`src/rtl/int_to_float_pkg.sv`:
```
// Shared single-precision float definitions: field widths, exponent bias and
// the conversion state encoding, common to the int-to-float and adder stages.
package int_to_float_pkg;

  localparam int unsigned SIGN_W         = 1;
  localparam int unsigned EXP_W          = 8;
  localparam int unsigned MAN_W          = 23;
  localparam int unsigned FLOAT_W        = SIGN_W + EXP_W + MAN_W;
  localparam int unsigned FLOAT_EXP_BIAS = 127;

  typedef enum logic [2:0] {
    IDLE,
    ABS,
    NORM,
    ROUND,
    OUT
  } conv_state_e;

endpackage

```
`src/rtl/int_to_float_round_nearest_even.sv`:
```
// Round a normalised magnitude (hidden bit dropped) to a 23-bit mantissa using
// round-to-nearest, ties-to-even; a carry out of the mantissa bumps the exponent.
module round_nearest_even
  import int_to_float_pkg::*;
(
  input  logic [30:0]      mag_i,
  input  logic [EXP_W-1:0] exp_i,
  output logic [MAN_W-1:0] man_o,
  output logic [EXP_W-1:0] exp_o
);

  logic             guardBit;
  logic             stickyBit;
  logic             roundUp;
  logic [MAN_W:0]   manSum;
  logic             manCarry;

  assign guardBit  = mag_i[7];
  assign stickyBit = |mag_i[6:0];
  // The mantissa LSB breaks exact ties toward an even result.
  assign roundUp   = guardBit & (stickyBit | mag_i[8]);
  assign manSum    = {1'b0, mag_i[30:8]} + {{MAN_W{1'b0}}, roundUp};
  assign manCarry  = manSum[MAN_W];

  assign man_o = manCarry ? '0 : manSum[MAN_W-1:0];
  assign exp_o = exp_i + {{(EXP_W-1){1'b0}}, manCarry};

endmodule

```
`src/rtl/int_to_float.sv`:
```
// Multi-cycle signed 32-bit integer to IEEE-754 single converter with a
// valid/ready handshake on each side; normalises one bit position per cycle.
module int_to_float
  import int_to_float_pkg::*;
#(
  parameter int unsigned EXP_BIAS = FLOAT_EXP_BIAS
) (
  input  logic               clk,
  input  logic               rst,
  input  logic               in_valid,
  input  logic [FLOAT_W-1:0] in_data,
  output logic               in_ready,
  output logic               out_valid,
  output logic [FLOAT_W-1:0] out_data,
  input  logic               out_ready
);

  // A full 32-bit magnitude has its MSB at weight 2^31.
  localparam logic [EXP_W-1:0] EXP_TOP = EXP_W'(EXP_BIAS + 31);

  conv_state_e         state_q, state_d;
  logic [SIGN_W-1:0]   sign_q, sign_d;
  logic [31:0]         mag_q, mag_d;
  logic [EXP_W-1:0]    exp_q, exp_d;
  logic [FLOAT_W-1:0]  out_q, out_d;

  logic [31:0]         absMag;
  logic [MAN_W-1:0]    rndMan;
  logic [EXP_W-1:0]    rndExp;

  assign absMag = sign_q[0] ? (~mag_q + 32'd1) : mag_q;

  round_nearest_even u_round (
    .mag_i (mag_q[30:0]),
    .exp_i (exp_q),
    .man_o (rndMan),
    .exp_o (rndExp)
  );

  always_ff @(posedge clk) begin
    if (rst) begin
      state_q <= IDLE;
      sign_q  <= '0;
      mag_q   <= '0;
      exp_q   <= '0;
      out_q   <= '0;
    end else begin
      state_q <= state_d;
      sign_q  <= sign_d;
      mag_q   <= mag_d;
      exp_q   <= exp_d;
      out_q   <= out_d;
    end
  end

  always_comb begin
    state_d = state_q;
    sign_d  = sign_q;
    mag_d   = mag_q;
    exp_d   = exp_q;
    out_d   = out_q;
    unique case (state_q)
      IDLE: begin
        if (in_valid) begin
          sign_d  = in_data[FLOAT_W-1 -: SIGN_W];
          mag_d   = in_data;
          state_d = ABS;
        end
      end
      ABS: begin
        mag_d = absMag;
        exp_d = EXP_TOP;
        if (absMag == 32'd0) begin
          out_d   = '0;
          state_d = OUT;
        end else begin
          state_d = NORM;
        end
      end
      NORM: begin
        if (mag_q[31]) begin
          state_d = ROUND;
        end else begin
          mag_d = {mag_q[30:0], 1'b0};
          exp_d = exp_q - EXP_W'(1);
        end
      end
      ROUND: begin
        out_d   = {sign_q, rndExp, rndMan};
        state_d = OUT;
      end
      OUT: begin
        if (out_ready) begin
          state_d = IDLE;
        end
      end
      default: state_d = IDLE;
    endcase
  end

  assign in_ready  = (state_q == IDLE);
  assign out_valid = (state_q == OUT);
  assign out_data  = out_q;

endmodule

```
`config.mk`:
```
export PLATFORM = sky130hd
export DESIGN_NAME = int_to_float
export DESIGN_NICKNAME = d
export VERILOG_FILES = /design/src/rtl/int_to_float_pkg.sv /design/src/rtl/int_to_float_round_nearest_even.sv /design/src/rtl/int_to_float.sv
export SDC_FILE = /design/constraint.sdc
export NUM_CORES = 1
export LEC_CHECK = 0
export BUFFER_PORTS_ARGS = -buffer_cell sky130_fd_sc_hd__buf_4
export CAP_MARGIN = 20
export CORE_MARGIN = 2
export CORE_UTILIZATION = 30
export CTS_BUF_LIST = sky130_fd_sc_hd__clkbuf_16
export DETAILED_ROUTE_END_ITERATION = 8
export GPL_TIMING_DRIVEN = 0
export HOLD_SLACK_MARGIN = 0.06
export PLACE_DENSITY_LB_ADDON = 0.15
export SYNTH_ARGS = -nofsm -noshare
export SYNTH_HDL_FRONTEND = slang
export SYNTH_HIERARCHICAL = 1
export SYNTH_SLANG_ARGS = --single-unit
```
`constraint.sdc`:
```
create_clock -name clk -period 5 [get_ports clk]
set_clock_uncertainty 0.05 [all_clocks]
set_input_delay 1 -clock clk [delete_from_list [all_inputs] [get_ports clk]]
set_output_delay 1 -clock clk [all_outputs]
set_load 0.03 [all_outputs]
```
[Word-level counts from Yosys, hierarchy flattened]
Cells that the tools add are included.
Operators by class
  reduce and logical (&&, ||, !) cells: 12
  $mul: 0
  bitwise logic cells: 3
  div/mod/pow operators: 0
  shifts and indexed selects: 0
  order comparisons: 0
  add/subtract/negate cells: 4
  mux-type cells: 14
  equality and inequality tests: 9
Operators by type and width (number)
  $mux 32: 4
  $pmux 32 s3: 1
  $pmux 32 s2: 1
  $add 32x1->32 const B: 1
  $logic_not 32->1: 1
  $not 32->32: 1
  $add 23x1->24: 1
  $mux 23: 1
  $pmux 8 s2: 1
  $pmux 3 s5: 1
  $mux 3: 4
  $add 8x1->8: 1
  $mux 8: 1
  $ne 2x2->1 const B: 4
  $reduce_and 2->1: 4
  $sub 8x1->8 const B: 1
  $reduce_or 7->1: 1
  $eq 3x2->1 const B: 2
  $reduce_and 3->1: 2
  $reduce_bool 2->1: 2
  $eq 3x1->1 const B: 1
  $eq 3x3->1 const B: 1
  $logic_not 3->1: 1
  $reduce_bool 3->1: 1
  other kinds (3): 3
Word-level totals
  logic and storage cells: 48
  register bits: 76
  latch bits: 0
  RAM bits: 0
  ROM bits: 0
  output and inout port bits: 34
  memories: 0

[Logic depth before layout (Yosys ltp)]
Gate-level depths: netlist (run 1).
  depth in word-level cells: 6
  gate-level depth with buffers: 12

[By module]
The synthesis (run 1) kept the hierarchy.
By module, submodules not included
  int_to_float: instances 1, sequential area each 1521.5 µm², area an instance 4963.5 µm², cells an instance 624
  round_nearest_even: instances 1, sequential area each 0.0 µm², area an instance 698.2 µm², cells an instance 107

[Worst setup path before layout (run 1)]
No wires, ideal clock.
  path kind: register -> register
  from: register mag_q[7]
  to: register state_q[1]
  data arrival time: 2894 ps
  setup time: 132 ps
  buffers on the path: 2
  path slack: 1925 ps
  clock period less this slack: 3075 ps
  required time: 4818 ps
  cell stages (with the launch flop): 11
  cells stage by stage: dfxtp_1 buf_2 or4_1 nor3_1 nand4_1 or4_1 a311oi_2 nand4_1 nor3_2 buf_6 o32ai_2
On the way
  cells in the longest elaborated chain, start to end: 6
RTL lines
  start: declaration: RTL line int_to_float.sv:23  | logic [31:0] mag_q, mag_d;
  start signal: assignment: RTL line int_to_float.sv:50  | mag_q <= mag_d;
  $not 32->32: RTL line int_to_float.sv:31  | assign absMag = sign_q[0] ? (~mag_q + 32'd1) : mag_q;
  $add 32x1->32: RTL line int_to_float.sv:31
  $mux 32 (*): RTL line int_to_float.sv:31
  $logic_not 32->1 (*): RTL line int_to_float.sv:73  | if (absMag == 32'd0) begin
  $mux 3 (*): RTL line int_to_float.sv:73
  $pmux 3 s5 (*): RTL line int_to_float.sv:62  | unique case (state_q)
  end signal: assignment: RTL line int_to_float.sv:48  | state_q <= state_d;
  end: declaration: RTL line int_to_float.sv:21  | conv_state_e state_q, state_d;
Mark *: on every way between the ends. The rest lies on a longest branch, timed or not.
A chain may end at the register's enable or synchronous reset.

[Worst setup path in the final report (run 1)]
  from: register mag_q[8]
  to: register state_q[1]
The elaborated chain is that of the path after synthesis.

==> flow_summary_export.csv, run 1 <==
group,metric,value,unit
synth,ys_types,70,
cts,cts_tree,"yes",
synth,synth_top_cell_by_area,"dfxtp_1",
route,drt-vias-per-instance,5.988,
worst_setup_path,worstPathArrival,4.31,ns
synth,ys_warn_count,6,
worst_setup_path,cp-start-kind,"register",
timing,slew_headroom,40.55,%
grt,antenna_found_initial,0,
grt,grt_pass1_wl,34800,um
route,met3_length,1965,um
grt,grtUsageTotal,22.77,%
worst_setup_path,critical_path_class,"register to register",
power,p_per_area,329.9,nW/um2
worst_setup_path,crit_path_end_kind,"register",
grt,grt_pass1_vias,5878,
route,drc_errors,0,
synth,synth.mux.area_fraction,0.7072,%
layout,nets,852,
timing,hold_viol,0,
timing,final.setup.tns,0,ns
power,ir_drop,0.1699,mV
cts,cts_max_path_buffers,2,
route,route.met2.wl,9827,um
layout,drive_above_1_share,17.79,%
place,port_buffers,68,
synth,synthArstFlopShare,0,%
layout,n_antenna_cell,0,
route,first_pass_iters,7,
layout,design_area,6761,um2
job,cap_violations,0,
synth,synth_top_area_share,26.87,%
route,highest_layer,"met4",
timing,finalCriticalPeriod,4.152,ns
timing,setup_viol,0,
run_status,status,"complete, no violations",
floorplan,rows,50,
timing,finalCritPeriodShare,83.04,%
synth,syn_nets,772,
timing,fmax,0.2408,GHz
synth,synth_edf_count,0,
timing,rsz0062_at_grt,"no",
cts,postCtsSetupRepairBufs,0,
route,ant_nets,0,
cts,ctsHoldBuffers,0,
cts,cts_root_buf,"clkbuf_16",
worst_setup_path,cp_max_fo,10,
power,leakagePower,0.002413,uW
cts,cts_resized,0,
synth,yosysSeqAreaShare,26.87,%
synth,synth_xor_area_share,5.724,%
floorplan,initial_core_util,30.47,%
cts,cts_sinks,76,
layout,seq_area,1521,um2
place,pre_cts_ws,0.8904,ns
floorplan,dieHeight,141.4,um
floorplan,chipWidth,141.4,um
grt,grt_max_degree,16,
synth,synth_fa_ha_area_share,1.105,%
timing,worst_pin_slew,0.8917,ns
synth,synth_top_family_by_area,"compound AO/OA/AOI/OAI gates",
floorplan,ioPinCount,70,
cts,clk_pin_slew,0.06,ns
synth,synth_cells,731,
layout,synthToLayoutAreaGrowth,19.43,%
route,drt_iter0_drc,598,
cts,numCtsBuffers,9,
synth,syn_avg_cell_area,7.745,um2
min_path,hold_class,"register to register",
layout,multiInputGateArea,3744,um2
cts,h-tree-depth,3,
place,dp_hpwl,16390,um
synth,synth_compound_area_share,30.76,%
synth,syn_area,5662,um2
timing,finalMaxSlewViolations,0,
route,wirelength,22810,um
timing,setup_ws,0.8478,ns
cts,insertion_delay,0.35,ns
layout,n_fill_cell,1997,
place,gpl.final_weighted_congestion,0.9478,
worst_setup_path,worst_ep_required_time,5.16,ns
floorplan,core_area,18580,um2
timing,fin_hold_ws,0.4594,ns
synth,synth_seq_cells,76,
floorplan,die_area,19990,um2
synth,synth_flop_cell,"dfxtp_1",
synth,synth_area_leaders,"dfxtp_1 27%, a32oi_1 5.0%, o21ai_2 4.5%, nor2_1 4.4%, clkbuf_1 4.4%",
synth,synth-simple-area-share,27.82,%
place,postPlaceCellArea,6472,um2
route,wire_per_inst,21.75,um
grt,gr-total-overflow,0,
route,dr_total_vias,6281,
route,wl_met1,10310,um
-- area by class of cell --
| cell class | instances | area share, % |
|---|---|---|
| Buffer | 77 | 5.200 |
| Inverter | 12 | 0.6662 |
| Timing Repair Buffer | 69 | 7.661 |
| Tap cell | 234 | 4.330 |
| Clock inverter | 6 | 0.9437 |
| Sequential cell | 76 | 22.50 |
| Clock buffer | 9 | 3.331 |
| Multi-Input combinational cell | 566 | 55.37 |
-- synth_stat cells (10+ instances only) --
master / count
nor3_1: 40
nand2_1: 36
xnor2_1: 22
o21ai_2: 29
inv_1: 11
or4_1: 10
a222oi_1: 13
a32oi_1: 32
nand3_1: 17
clkbuf_1: 66
nand4_1: 15
nor4_1: 11
o21ai_0: 40
nand3b_1: 33
xor2_1: 15
dfxtp_1: 76
nor2_1: 67
a21oi_1: 49
-- metal layers --
metal	global-route usage [%]	vias to the layer above
met2	35.18	297
met3	4.624	46
met4	9.263	0
met5	0	-
li1	-	2969
met1	31.06	2969
-- report_power, final --
part | internal (uW) | total, uW | switching, uW
registers | 663 | 769 | 106
logic | 279 | 784 | 505
clock network | 384 | 677 | 293
-- cell usage in the layout (no fill, tap or decap), drive strengths merged, types with 8 or more instances in the layout --
| cell | count |
|---|---|
| nand3 | 17 |
| a211oi | 9 |
| nor3 | 42 |
| xor2 | 15 |
| xnor2 | 22 |
| o21ai | 69 |
| buf | 80 |
| or4 | 11 |
| nand2 | 36 |
| inv | 12 |
| a32oi | 32 |
| clkbuf | 75 |
| o31ai | 10 |
| nor2 | 67 |
| or3 | 8 |
| a21oi | 49 |
| nand3b | 33 |
| a22oi | 9 |
| a222oi | 13 |
| nand4 | 16 |
| dfxtp | 76 |
| nor4 | 15 |
-- worst paths after layout --
| path | from | to | slack, ns | cells after the start |
|---|---|---|---|---|
| max reg2reg | mag_q[8] | state_q[1] | 0.85 | 10 |
| min reg2reg | out_data[16] | out_data[16] | 0.46 | 2 |
| max | mag_q[8] | state_q[1] | 0.85 | 10 |
| min | out_data[16] | out_data[16] | 0.46 | 2 |
-- kinds of logic after synthesis --
kind of cell | count (synthesis)
compound gates | 238
buf+inv | 89
xor+xnor | 37
simple gates | 282
fa+ha+maj | 5
flops | 76
mux | 4
-- worst max-delay path: stages, from the launching register on --
cell and delay (ns):
dfxtp_1 0.37, clkbuf_1 0.23, nor4_2 0.57, nand4_1 0.57, o31ai_2 0.45, xnor2_1 0.13, a2111oi_0 0.42, nand4_1 0.20
nor3_2 0.65, buf_6 0.28, o32ai_2 0.09
-- flip-flops by register name (all words and copies together), names as in the netlist --
signal and flops:
mag_q 32, out_data 32, exp_q 8, state_q 3, sign_q 1
-- stage by stage --
step | std cells | util (%) | total power, uW
6_report | 1049 | 36.39 | 2230
5_1_grt | 1049 | 36.39 | 2338
4_1_cts | 1049 | 36.39 | 2224
3_5_place_dp | 1034 | 34.84 | 1542
3_3_place_gp | 1033 | 34.79 | 1546
2_1_floorplan | 731 | - | 1274
No activity file was read; power rests on OpenSTA's default activity.
==> run 2, diff against run 1 <==
clock period = 3.9 ns   (was 5 ns; I/O delays follow)
==> run 2 against run 1 <==
  * Combinational power rose by 30%
  * Total power rose by 29%
  * Register-to-register slack got worse by 0.51 ns
  * Final cell count rose by 0.57%
  * Via count fell by 0.19%
  * Global-route usage barely moved
  * Setup slack got worse by 0.51 ns
  * Critical path type unchanged
  * Highest routed layer unchanged
==> flow_summary_export.csv, run 2 (same netlist as run 1, synthesis figures left out) <==
group,metric,value,unit
run_status,status,"complete, no violations",
place,gpl.final_weighted_congestion,0.9478,
layout,stdcell_count,1055,
floorplan,ioPinCount,70,
grt,grt_max_degree,16,
route,wire_per_inst,21.63,um
worst_setup_path,critical_path_class,"register to register",
floorplan,core_area,18580,um2
cts,cts_root_buf,"clkbuf_16",
floorplan,rows,50,
timing,fin_hold_ws,0.4561,ns
timing,hold_viol,0,
cts,cts_max_path_buffers,2,
cts,cts_sinks,76,
layout,n_antenna_cell,0,
route,drt-vias-per-instance,5.942,
route,wirelength,22820,um
worst_setup_path,cp_max_fo,10,
timing,slew_headroom,41.90,%
timing,fmax,0.2804,GHz
grt,grtUsageTotal,22.82,%
cts,insertion_delay,0.36,ns
floorplan,dieHeight,141.4,um
floorplan,initial_core_util,30.47,%
route,dr_total_vias,6269,
timing,rsz0062_at_grt,"no",
cts,clk_pin_slew,0.06,ns
layout,final_common_cell,"dfxtp_1",
worst_setup_path,worst_ep_required_time,4.09,ns
route,drc_errors,0,
power,leakagePower,0.002453,uW
timing,finalMaxSlewViolations,0,
worst_setup_path,worstPathArrival,3.75,ns
route,first_pass_iters,6,
layout,synthToLayoutAreaGrowth,20.82,%
floorplan,chipWidth,141.4,um
timing,finalCriticalPeriod,3.566,ns
grt,gr-total-overflow,0,
grt,grt_pass1_vias,5889,
timing,setup_viol,0,
layout,drive_above_1_share,18.51,%
route,ant_nets,0,
place,dp_cells,1034,
job,cap_violations,0,
floorplan,die_area,19990,um2
grt,grt_pass1_wl,34850,um
power,p_total,2879,uW
cts,h-tree-depth,3,
min_path,holdPathStages,2,
layout,nets,858,
layout,mostFrequentLayoutCells,"76 x dfxtp_1, 74 x buf_4, 67 x nor2_1",
worst_setup_path,crit_path_end_kind,"register",
layout,fin_util,36.81,%
route,drt_iter0_drc,597,
power,ir_drop,0.2214,mV
timing,finalCritPeriodShare,91.45,%
worst_setup_path,cp-start-kind,"register",
cts,cts_tree,"yes",
place,dp_hpwl,16390,um
worst_setup_path,rr_worst_depth,12,
cts,numCtsBuffers,9,
timing,worst_pin_slew,0.8716,ns
power,p_per_area,420.9,nW/um2
min_path,hold_class,"register to register",
place,port_buffers,68,
grt,antenna_found_initial,0,
-- run 2: cell type report --
| class | count | area, um2 |
|---|---|---|
| multi-input combinational | 566 | 3765 |
| buffer | 77 | 351.6 |
| fill | 1999 | 11740 |
| tap | 234 | 292.8 |
| clock inverter | 6 | 63.81 |
| sequential | 76 | 1521 |
| inverter | 12 | 45.04 |
| clock buffer | 9 | 225.2 |
| timing repair buffer | 75 | 575.6 |
-- run 2: stage by stage --
stage	TNS [ns]	worst slack, ns	instance area (um2)
2_1_floorplan	0	0.8249	5662
3_3_place_gp	-5.461	-0.2151	6465
3_5_place_dp	-5.292	-0.2096	6472
4_1_cts	0	0.07803	6783
5_1_grt	0	0.1196	6840
6_report	0	0.3336	6840
-- run 2: per-layer routing --
layer	GRT usage, %	routed length, um
met1	31.13	10360
met2	35.28	9843
met3	4.590	1870
met4	9.263	745
met5	0	0
-- run 2: path summary, 6_finish.rpt --
| path | from | to | slack, ns |
|---|---|---|---|
| max | mag_q[19] | state_q[2] | 0.33 |
| min | out_data[23] | out_data[23] | 0.46 |
| max reg2reg | mag_q[19] | state_q[2] | 0.33 |
| min reg2reg | out_data[23] | out_data[23] | 0.46 |
-- run 2: report_power, final --
| part | internal, uW | switching [uW] | leakage, uW |
|---|---|---|---|
| combinational | 371 | 652 | 0.00169 |
| sequential | 850 | 137 | 0.000621 |
| clock | 493 | 376 | 0.000138 |
-- run 2: worst max-delay path, cell delays in order (launching register included) --
cell and delay (ns):
dfxtp_1 0.37, clkbuf_1 0.28, or3_1 0.42, clkbuf_1 0.19, or4_1 0.55, nor4_2 0.39, nor3_1 0.10, a21o_1 0.17
a31oi_1 0.27, nor3_4 0.09, buf_12 0.15, buf_4 0.14, o31a_1 0.28
-- run 2: timing repair --
item / in CTS / in global routing
endpoints found under the setup margin: 33 / 33
pin swaps: 1 / 2
resized for setup: 1 / 2
setup buffers: 2 / 4
hold buffers: 0 / 0
